`src/rtl/branch_pkg.sv`:
```
// branch_pkg: RV32I branch funct3 encodings, ALU flag positions and the branch condition function.
package branch_pkg;
  localparam logic [2:0] BEQ  = 3'b000;
  localparam logic [2:0] BNE  = 3'b001;
  localparam logic [2:0] BLT  = 3'b100;
  localparam logic [2:0] BGE  = 3'b101;
  localparam logic [2:0] BLTU = 3'b110;
  localparam logic [2:0] BGEU = 3'b111;
  localparam int FLAG_Z  = 0;
  localparam int FLAG_LT = 1;
  localparam int FLAG_C  = 2;
  // funct3[0] inverts the base comparison; funct3[2:1]=01 is reserved and never taken.
  function automatic logic branch_cond(input logic [2:0] funct3, input logic [3:0] flags);
    return funct3[2:1] == 2'b00 ? flags[FLAG_Z] ^ funct3[0] :
           funct3[2:1] == 2'b01 ? 1'b0 :
           funct3[2:1] == 2'b10 ? flags[FLAG_LT] ^ funct3[0] :
                                  ~flags[FLAG_C] ^ funct3[0];
  endfunction
endpackage

```
`src/rtl/branch_bht.sv`:
```
// branch_bht: direct-mapped table of saturating counters with one combinational read and one update port.
module branch_bht #(
  parameter int DEPTH     = 64,
  parameter int CTR_WIDTH = 2,
  parameter int CTR_INIT  = 1,
  parameter int IDX_W     = $clog2(DEPTH)
) (
  input  logic             clk,
  input  logic             rst,
  input  logic [IDX_W-1:0] rd_idx,
  output logic             rd_taken,
  input  logic             upd_en,
  input  logic [IDX_W-1:0] upd_idx,
  input  logic             upd_taken
);
  localparam logic [CTR_WIDTH-1:0] MAX  = '1;
  localparam logic [CTR_WIDTH-1:0] INIT = CTR_INIT[CTR_WIDTH-1:0];
  logic [CTR_WIDTH-1:0] ctr [DEPTH];
  logic [CTR_WIDTH-1:0] cur, nxt;
  assign rd_taken = ctr[rd_idx][CTR_WIDTH-1];
  assign cur = ctr[upd_idx];
  assign nxt = upd_taken ? (cur == MAX ? cur : cur + 1'b1) : (cur == '0 ? cur : cur - 1'b1);
  always_ff @(posedge clk) begin
    if (rst) begin
      for (int i = 0; i < DEPTH; i++) ctr[i] <= INIT;
    end else if (upd_en) begin
      ctr[upd_idx] <= nxt;
    end
  end
endmodule

```
`src/rtl/branch_predict_unit.sv`:
```
// branch_predict_unit: resolves EX conditional branches, predicts IF direction from a BHT,
// flags mispredictions with the redirect PC, and counts branch/mispredict events.
module branch_predict_unit
  import branch_pkg::*;
#(
  parameter int PC_WIDTH   = 32,
  parameter int BHT_DEPTH  = 64,
  parameter int CTR_WIDTH  = 2,
  parameter int CTR_INIT   = 1,
  parameter int PERF_WIDTH = 32
) (
  input  logic                  clk,
  input  logic                  rst,
  input  logic [PC_WIDTH-1:0]   if_pc,
  output logic                  if_pred_taken,
  input  logic                  ex_valid,
  input  logic                  ex_branch,
  input  logic [2:0]            ex_funct3,
  input  logic [3:0]            ex_flags,
  input  logic [PC_WIDTH-1:0]   ex_pc,
  input  logic [PC_WIDTH-1:0]   ex_target,
  input  logic                  ex_pred_taken,
  output logic                  pcsrc,
  output logic                  mispredict,
  output logic [PC_WIDTH-1:0]   redirect_pc,
  output logic [PERF_WIDTH-1:0] branch_count,
  output logic [PERF_WIDTH-1:0] mispredict_count
);
  localparam int IDX_W = $clog2(BHT_DEPTH);
  logic cond, resolve, unused_ok;
  assign cond        = branch_cond(ex_funct3, ex_flags);
  assign resolve     = ex_valid & ex_branch;
  assign pcsrc       = resolve & cond;
  assign mispredict  = resolve & (cond != ex_pred_taken);
  assign redirect_pc = cond ? ex_target : ex_pc + PC_WIDTH'(4);
  // Only the index bits of the fetch PC reach the table; the rest are intentionally dropped.
  assign unused_ok   = ^if_pc;
  branch_bht #(
    .DEPTH(BHT_DEPTH),
    .CTR_WIDTH(CTR_WIDTH),
    .CTR_INIT(CTR_INIT),
    .IDX_W(IDX_W)
  ) u_bht (
    .clk(clk),
    .rst(rst),
    .rd_idx(if_pc[IDX_W+1:2]),
    .rd_taken(if_pred_taken),
    .upd_en(resolve),
    .upd_idx(ex_pc[IDX_W+1:2]),
    .upd_taken(cond)
  );
  always_ff @(posedge clk) begin
    if (rst) begin
      branch_count     <= '0;
      mispredict_count <= '0;
    end else begin
      if (resolve) branch_count <= branch_count + 1'b1;
      if (mispredict) mispredict_count <= mispredict_count + 1'b1;
    end
  end
endmodule
```
`config.mk`:
```
export PLATFORM = sky130hd
export DESIGN_NAME = branch_predict_unit
export DESIGN_NICKNAME = d
export VERILOG_FILES = /design/src/rtl/branch_pkg.sv /design/src/rtl/branch_bht.sv /design/src/rtl/branch_predict_unit.sv
export SDC_FILE = /design/constraint.sdc
export NUM_CORES = 1
export LEC_CHECK = 0
export BUFFER_PORTS_ARGS = -buffer_cell sky130_fd_sc_hd__buf_2
export CORE_MARGIN = 1
export CORE_UTILIZATION = 40
export CTS_BUF_LIST = sky130_fd_sc_hd__clkbuf_8
export DETAILED_ROUTE_END_ITERATION = 8
export PLACE_DENSITY_LB_ADDON = 0.25
export SLEW_MARGIN = 20
export SYNTH_ARGS = -nofsm -noshare
export SYNTH_HDL_FRONTEND = slang
export SYNTH_SLANG_ARGS = --single-unit
```
`constraint.sdc`:
```
create_clock -name clk -period 2.05 [get_ports clk]
set_input_delay 0.1025 -clock clk [delete_from_list [all_inputs] [get_ports clk]]
set_output_delay 0.1025 -clock clk [all_outputs]
set_load 0.01 [all_outputs]
```
# Yosys cells after proc, flatten, opt, wreduce, memory -nomap -nowiden
# Memory sizes are Yosys's and may differ from the RTL's.
# Index checks and enable logic that the tools add are counted.
[totals] regBits=64 ram_bits=128 elab_cells=37 n_memories=1
[classes] n_addsub=5 eq_ne=4 n_mux=15 bitwise_logic=7 n_reduce_logical=3
[mem_list] name="u_bht.ctr" words=64 word_bits=2 read_ports=2 rd_ports_with_merged_regs=0 write_ports=64 line="branch_bht.sv:18" text="logic [CTR_WIDTH-1:0] ctr [DEPTH];"
[ops] op="adder 32 x 1 -> 32 bit (second input constant)" count=2
[ops] op="adder 32 x 3 -> 32 bit (second input constant)" count=1
[ops] op="two-way mux 32 bit" count=1
[ops] op="two-way mux 1 bit" count=9
[ops] op="two-way mux 2 bit" count=4
[ops] op="two-way mux 6 bit" count=1
[ops] op="equality test 2 bit (second input constant)" count=2
[ops] op="zero test 2 bit" count=2
[ops] op="bitwise AND 1 bit" count=3
[ops] op="XOR 1 bit" count=3
[ops] op="adder 2 x 1 -> 2 bit (second input constant)" count=1
[ops] op="equality test 2 x 1 -> 1 bit (second input constant)" count=1
[ops] op="OR reduction 2 bit" count=1
[ops] op="subtractor 2 x 1 -> 2 bit (second input constant)" count=1
[ops] op="inequality test 1 bit" count=1
[ops] op="NOT 1 bit" count=1

# Depth between registers and ports, before layout
# Gate-level depths: netlist of run 1.
[logic_depth] word_depth=7 ltp_mapped=13 ltp_nobuf=8

# Hierarchy
# A second synthesis of run 1 with hierarchy kept.
[hier_totals] cells_unflattened=1150 hier_area_um2=11200.7
[by_module_without_submodules] mod="branch_bht" instances=1 cells_per_inst=625 area_per_inst_um2=7086.8
[by_module_without_submodules] mod="branch_predict_unit" instances=1 cells_per_inst=525 area_per_inst_um2=4113.9

# Worst setup path before layout of run 1
# OpenSTA, ideal clock, no wires.
[synth_path] path_type="input port to output port" start="input port if_pc[2]" end="output port if_pred_taken" t_arrival_ns=2.106 required_time_ns=1.947 setup_slack_ns=-0.159 path_stages=5 path_buffers=2 path_cell_list="buf_2 buf_2 mux4_2 mux4_2 mux4_2"
[synth_via] elab_chain_len=1
[synth_rtl] item="start, declared" line="branch_predict_unit.sv:14" text="input logic [PC_WIDTH-1:0] if_pc,"
[synth_rtl] item="memory (64 x 2 bit)"
[synth_rtl] item="end, declared" line="branch_predict_unit.sv:15" text="output logic if_pred_taken,"
# Every way passes these cells.

==> impl_metrics.yaml, run 1 <==
clock_tree:
  path_clk_slew_ps: 100
  clock_latency_ps: 480
  cts_inserted_buffers: 17
  cts.sinks: 192
  holdBufCountCts: 0
  cts_buffer_depth: 2
  htree_levels: 4
  cts_root_buf: "clkbuf_8"
  cts_tree: "yes"
grt:
  grt_antenna_before_repair: 2
  overflow: 0
  grt_pass1_wl_um: 52800
  first_global_vias: 9593
  grt_max_degree: 65
  grt.total_usage: 0.242
power_and_ir_drop:
  netSwitchingFraction: 0.303
  p_clk_frac: 0.281
  power.switching_w: 0.00277
  p_comb_frac: 0.258
  power_density_mw_per_mm2: 596
  peakVddDrop_mv: 0.432
  p_leak_nw: 6.05
  p_seq_frac: 0.461
  p_int_w: 0.00637
route:
  drc_errors: 0
  wire_per_inst_um: 19.7
  viasPerCell: 5.59
  via_count: 9780
  wl_um: 34400
  drtPass1Iterations: 5
  ant_nets: 0
  initialDrtViolationCount: 694
timing:
  fmax_mhz: 372
  setup_slack_ps: -635
  relSlewSlack: 0.545
  setup_violations: 131
  finalHoldViolCount: 0
  post-route-min-period_ps: 2690
  rsz0062_at_grt: "yes"
  min_period_over_period: 1.31
  tightest_slew_ps: 680
  drv_slew: 0
  fin_skew_ps: 25.4
die:
  die_x_um: 168
  die-area_mm2: 0.0281
  io_pins: 207
  die_h_um: 168
  core.rowCount: 60
  start_util: 0.407
  coreArea_mm2: 0.0270
yosys:
  synth_cells: 1089
  post-synth-top-count-cell: "nor2_1"
  synthFlopType: "edfxtp_1"
  ys_ff_latch: 192
  synth_cell_types: 58
  async_flop_share: 0
  synth_edf_count: 128
  avgSynthCellArea_um2: 10.1
  synth_common_cells: "nor2_1 (147), edfxtp_1 (128), nand2_1 (98)"
  synth_top_area_frac: 0.351
  synth_warnings: 0
  syn_area_mm2: 0.0110
  synth-seq-area-share: 0.467
  mappedNetlistNets: 1200
  ys_top_cells_by_area: "edfxtp_1 (35%), dfxtp_1 (12%), mux2i_1 (6.0%)"
  yosysTopAreaCell: "edfxtp_1"
status:
  violations: "setup timing"
  status: "finished, violations left"
setup_path:
  crit_path_cell_trace: "mux4_2, mux4_2, mux4_2, buf_6"
  cpMostUsedCell: "mux4_2"
  r2r_start: "u_bht.ctr[19][0]$_SDFFCE_PN1P_"
  worstSetupStartpointType: "flip-flop"
  r2r_end: "u_bht.ctr[6][1]$_SDFFCE_PN0P_"
  cp_max_fo: 2
  cp_slowest_cell: "mux4_2"
  crit_path_max_incr_delay_ps: 540
  cp.required_ps: 1950
  end_kind: "output port"
  critPathKind: "reg2out"
  arrival_ps: 2580
  rrSetupSlack_ps: -460
  reg2regPathDepth: 12
placement:
  place.gp.congestion: 0.813
  io_buffers: 179
  hpwl_um: 22200
  dpl.cell_count: 1671
  place_area_mm2: 0.0131
cells_and_area:
  drive_gt1_frac: 0.445
  final_cell_area_mm2: 0.0153
  diodes: 0
  fin_cells: 1749
  nFillCells: 2261
  area_growth_pct: 39.8
  fin_nets: 1506
run:
  cap_violations: 0
min_path:
  hold_end: "branch_count[1]$_SDFFE_PP0N_"
  hold_class: "in2reg"
  hold_start: "ex_branch"
  holdPathStages: 4
-- registers in the layout, indices dropped and copies added, names as in the netlist --
name / flops
u_bht.ctr: 128
branch_count: 32
mispredict_count: 32
-- cell type report --
cell class                      instances  area, um2  share of cell area
Sequential cell                       192       5130               0.335
Timing Repair Buffer                  370       3100               0.202
Tap cell                              341        427              0.0278
Clock inverter                         14        146             0.00955
Multi-Input combinational cell        806       6240               0.407
Inverter                                8       30.0             0.00196
Clock buffer                           18        248              0.0162
-- layer usage --
| metal | global-route usage | share of wire | vias up | wire, um |
|---|---|---|---|---|
| li1 | - | - | 4533 | - |
| met1 | 0.307 | 0.42 | 4815 | 14300 |
| met2 | 0.401 | 0.49 | 377 | 16700 |
| met3 | 0.0662 | 0.081 | 51 | 2770 |
| met4 | 0.0718 | 0.016 | 4 | 567 |
| met5 | 0 | 0.00076 | - | 26 |
-- what timing repair did --
item,in CTS,in global routing
gates resized for setup,126,132
pin swaps,31,34
setup endpoints to repair,139,159
cloned,16,2
buffers inserted,21,15
hold endpoints to repair,0,0
-- cells in the final DEF (no fill, tap or decap), drive strengths merged, types with 29 or more instances in the layout --
cell type	instances
nand2	98
nor3	52
buf	367
a22oi	29
dfxtp	64
nor2	148
xor2	49
xnor2	32
nand3	83
edfxtp	128
mux2i	66
a21oi	40
-- worst max-delay path by stage --
stage / from / to / slack (ps) / depth (start not counted)
floorplan: if_pc[2] / if_pred_taken / -60 / 5
global placement: ex_pc[3] / u_bht.ctr[61][0]$_SDFFCE_PN1P_ / -310 / 8
CTS: u_bht.ctr[18][1]$_SDFFCE_PN0P_ / if_pred_taken / -610 / 4
detailed placement: ex_pc[3] / u_bht.ctr[39][0]$_SDFFCE_PN1P_ / -340 / 9
global route: u_bht.ctr[59][1]$_SDFFCE_PN0P_ / if_pred_taken / -680 / 4
finish: u_bht.ctr[18][1]$_SDFFCE_PN0P_ / if_pred_taken / -640 / 4
-- kinds of logic (layout without fill, tap and decap cells) --
kind of cell / count (synthesis) / in the layout / synth area share
AND/OR/NAND/NOR: 521 / 521 / 0.241
flip-flops: 192 / 192 / 0.467
AO/OA/AOI/OAI: 109 / 109 / 0.0674
buffers and inverters: 91 / 410 / 0.0474
multiplexers: 90 / 90 / 0.106
XOR/XNOR: 81 / 81 / 0.0647
adder cells (fa/ha/maj): 5 / 5 / 0.00548
-- worst max-delay path, delay by kind of cell, from the launching register on --
family	cells	cell delay [ps]
DFF	1	440
muxes	3	1540
buffers and inverters	1	140
-- through the flow --
step	hold WS, ps	TNS [ps]	util	setup slack (ps)	power (W)
after global routing	83.6	-55130	0.569	-681	0.00942
final	82.7	-42920	0.569	-635	0.00914
after detailed placement	487	-36230	0.488	-337	0.00570
after CTS	72.4	-36790	0.547	-613	0.00904
after global placement	470	-32720	0.488	-307	0.00569
after floorplan	333	-62.5	-	-62.5	0.00516
-- power groups by stage --
stage                     Combinational [W]  Sequential (W)  Clock [W]
after floorplan                    0.000874         0.00429          0
after global placement              0.00139         0.00430          0
after detailed placement            0.00140         0.00430          0
after CTS                           0.00224         0.00421    0.00259
after global routing                0.00247         0.00422    0.00273
final                               0.00236         0.00422    0.00256
No activity file was read; power rests on OpenSTA's default activity.
==> run 2, diff against run 1 <==
--- a/config.mk
+++ b/config.mk
@@ -14,4 +14,5 @@
 export SLEW_MARGIN = 20
 export SYNTH_ARGS = -nofsm -noshare
 export SYNTH_HDL_FRONTEND = slang
+export SYNTH_HIERARCHICAL = 1
 export SYNTH_SLANG_ARGS = --single-unit
==> run 2 against run 1 <==
Compared with the run above: the run still ends with setup timing left; critical path depth increased by 4; total power fell by 2.7%; clock-buffer cell count down 1; global-route usage is 0.057 points higher; die area rose by 2.1%; critical path type is now reg2reg; critical endpoint is now u_bht/ctr[29][0]$_SDFFCE_PN1P_.
==> impl_metrics.yaml, run 2 <==
grt:
  grt_max_degree: 70
  overflow: 0
  grt_pass1_wl_um: 53600
  first_global_vias: 9661
  grt.total_usage: 0.242
  grt_antenna_before_repair: 1
route:
  ant_nets: 0
  drtPass1Iterations: 5
  wire_per_inst_um: 19.6
  initialDrtViolationCount: 920
  dr.max_layer_used: "met5"
  drc_errors: 0
  viasPerCell: 5.72
  via_count: 10300
  wl_met2_um: 16700
  wl_met1_um: 15000
  wl_met3_um: 2960
  wl_um: 35400
setup_path:
  rrSetupSlack_ps: -750
  r2r_end: "u_bht/ctr[29][0]$_SDFFCE_PN1P_"
  arrival_ps: 3150
  reg2regPathDepth: 8
  crit_start: "u_bht/ctr[36][0]$_SDFFCE_PN1P_"
  worstSetupStartpointType: "flip-flop"
  cp_max_fo: 8
  crit_end: "u_bht/ctr[29][0]$_SDFFCE_PN1P_"
  critPathKind: "reg2reg"
  r2r_start: "u_bht/ctr[36][0]$_SDFFCE_PN1P_"
  end_kind: "flip-flop"
  cp.required_ps: 2400
cells_and_area:
  drive_gt1_frac: 0.376
  final_cell_area_mm2: 0.0147
  area_growth_pct: 31.3
  regMostFlops: "u_bht/ctr"
  final_cell_mix: "buf_2 (177), buf_4 (146), edfxtp_1 (128), nand2_1 (119), nor2_1 (97)"
  fin_nets: 1530
  seq_area_mm2: 0.00513
  diodes: 0
  top_regs: "u_bht/ctr (128), branch_count (32), mispredict_count (32)"
  largest_reg_flops: 128
  layout_commonest_cell: "buf_2"
  nFillCells: 2421
  fin_util: 0.541
  multi_input_area_mm2: 0.00598
power_and_ir_drop:
  p_leak_nw: 5.24
  power.switching_w: 0.00260
  p_comb_frac: 0.233
  netSwitchingFraction: 0.293
  peakVddDrop_mv: 0.434
  p_seq_frac: 0.474
  power_density_mw_per_mm2: 604
  p_int_w: 0.00628
  p_clk_frac: 0.294
yosys:
  synth_cell_types: 65
  mappedNetlistNets: 1261
  post-synth-top-count-cell: "edfxtp_1"
  ys_ff_latch: 192
  yosys.area_share.simple: 0.240
  synth_cells: 1150
  synth_common_cells: "edfxtp_1 (128), nand2_1 (123), nor2_1 (98)"
  synth_warnings: 6
  ys_top_cells_by_area: "edfxtp_1 (34%), dfxtp_1 (11%), mux4_2 (5.8%)"
  yosys.area_share.adder: 0.00525
  synth.area.mux_share: 0.0958
  synth_edf_count: 128
  synthFlopType: "edfxtp_1"
  synth_top_family_by_area: "simple AND/OR/NAND/NOR gates"
  synthXorXnorAreaFrac: 0.0477
  async_flop_share: 0
  synth-seq-area-share: 0.458
  yosysTopAreaCell: "edfxtp_1"
  avgSynthCellArea_um2: 9.74
  synth_top_area_frac: 0.343
  syn_area_mm2: 0.0112
  synth_compound_area_frac: 0.102
clock_tree:
  clock_latency_ps: 480
  cts_inserted_buffers: 17
  holdBufCountCts: 0
  cts_buffer_depth: 2
  htree_levels: 4
  cts.sinks: 192
  cts_tree: "yes"
  cts_root_buf: "clkbuf_8"
  path_clk_slew_ps: 100
run:
  cap_violations: 0
die:
  coreArea_mm2: 0.0272
  die_x_um: 169
  die-area_mm2: 0.0287
  die_h_um: 169
  core.rowCount: 60
  io_pins: 207
  start_util: 0.412
status:
  violations: "setup timing"
  status: "finished, violations left"
placement:
  hpwl_um: 24600
  place_area_mm2: 0.0137
  io_buffers: 179
  place.gp.congestion: 0.897
timing:
  rsz0062_at_grt: "yes"
  fmax_mhz: 357
  relSlewSlack: 0.528
  setup_slack_ps: -753
  drv_slew: 0
  post-route-min-period_ps: 2800
  tightest_slew_ps: 708
  holdWs_ps: 40.0
  fin_skew_ps: 17.3
  finalHoldViolCount: 0
  setup_violations: 129
  min_period_over_period: 1.37
min_path:
  hold_class: "in2reg"
## run 2: cell count changes after synthesis, sizes merged, moves of 22 or more
cell | before | now
o21ai | 12 | 71
o31ai | 1 | 37
clkbuf | 41 | 64
nor2 | 148 | 98
mux2i | 66 | 28
nand2 | 98 | 123
or4 | 2 | 24
## run 2: worst min path at each step
stage / endpoint / slack (ps) / cells past startpoint / start
5_1_grt: branch_count[2]$_SDFFE_PP0P_ / 60 / 4 / ex_valid
4_1_cts: branch_count[2]$_SDFFE_PP0P_ / 30 / 4 / ex_valid
3_3_place_gp: mispredict_count[31]$_SDFFE_PP0P_ / 460 / 2 / mispredict_count[31]$_SDFFE_PP0P_
2_1_floorplan: if_pred_taken / 280 / 1 / if_pc[7]
3_5_place_dp: mispredict_count[31]$_SDFFE_PP0P_ / 480 / 2 / mispredict_count[31]$_SDFFE_PP0P_
6_report: branch_count[2]$_SDFFE_PP0P_ / 40 / 4 / ex_valid
## run 2: power groups by stage
stage | Combinational (W) | Clock (W) | Sequential [W]
finish | 0.00207 | 0.00261 | 0.00421
CTS | 0.00184 | 0.00266 | 0.00421
detailed placement | 0.00156 | 0 | 0.00430
global placement | 0.00155 | 0 | 0.00430
floorplan | 0.000962 | 0 | 0.00428
global route | 0.00217 | 0.00279 | 0.00422
## run 2: metal layers
layer | vias up | global-route usage
met5 | - | 0
met4 | 2 | 0.0693
met1 | 4977 | 0.328
met2 | 456 | 0.395
met3 | 56 | 0.0455
li1 | 4835 | -
## run 2: cell families after synthesis
kind of cell	count (synthesis)
DFF	192
and+or+nand+nor	518
buffers and inverters	123
xor gates and xnor gates	61
muxes	68
adders and majority gates	5
AOI/OAI and AO/OA	183
## run 2: final cells by class
| type | count | share of cell area |
|---|---|---|
| multi-input cells | 836 | 0.407 |
| flip-flops and latches | 192 | 0.348 |
| repair buffers | 361 | 0.183 |
| well taps | 372 | 0.0316 |
| clock buffers | 17 | 0.0159 |
| clock inverters | 15 | 0.0117 |
| inverters | 11 | 0.00281 |
## run 2: what timing repair did
item / in CTS / in global routing
gates cloned: 5 / 9
buffers inserted: 7 / 4
endpoints found under the setup margin: 137 / 156
gates resized for setup: 16 / 52
pin swaps: 5 / 17
## run 2: stage by stage
step           std cells  TNS (ps)  worst slack (ps)  total power [W]
6_report            1804    -78430              -753          0.00889
5_1_grt             1804    -93320              -829          0.00917
4_1_cts             1793    -79180              -688          0.00870
3_5_place_dp        1749    -89220              -769          0.00586
3_3_place_gp        1749    -85010              -745          0.00584
2_1_floorplan       1150    -46630              -484          0.00524
## run 2: critical path: stages, from the launching register on
cell and delay [ps]:
edfxtp_1 430, mux2_2 280, o211ai_1 170, a41o_1 190, nand4_1 220, or4_4 630, maj3_2 460, clkbuf_16 220
nand3_1 80
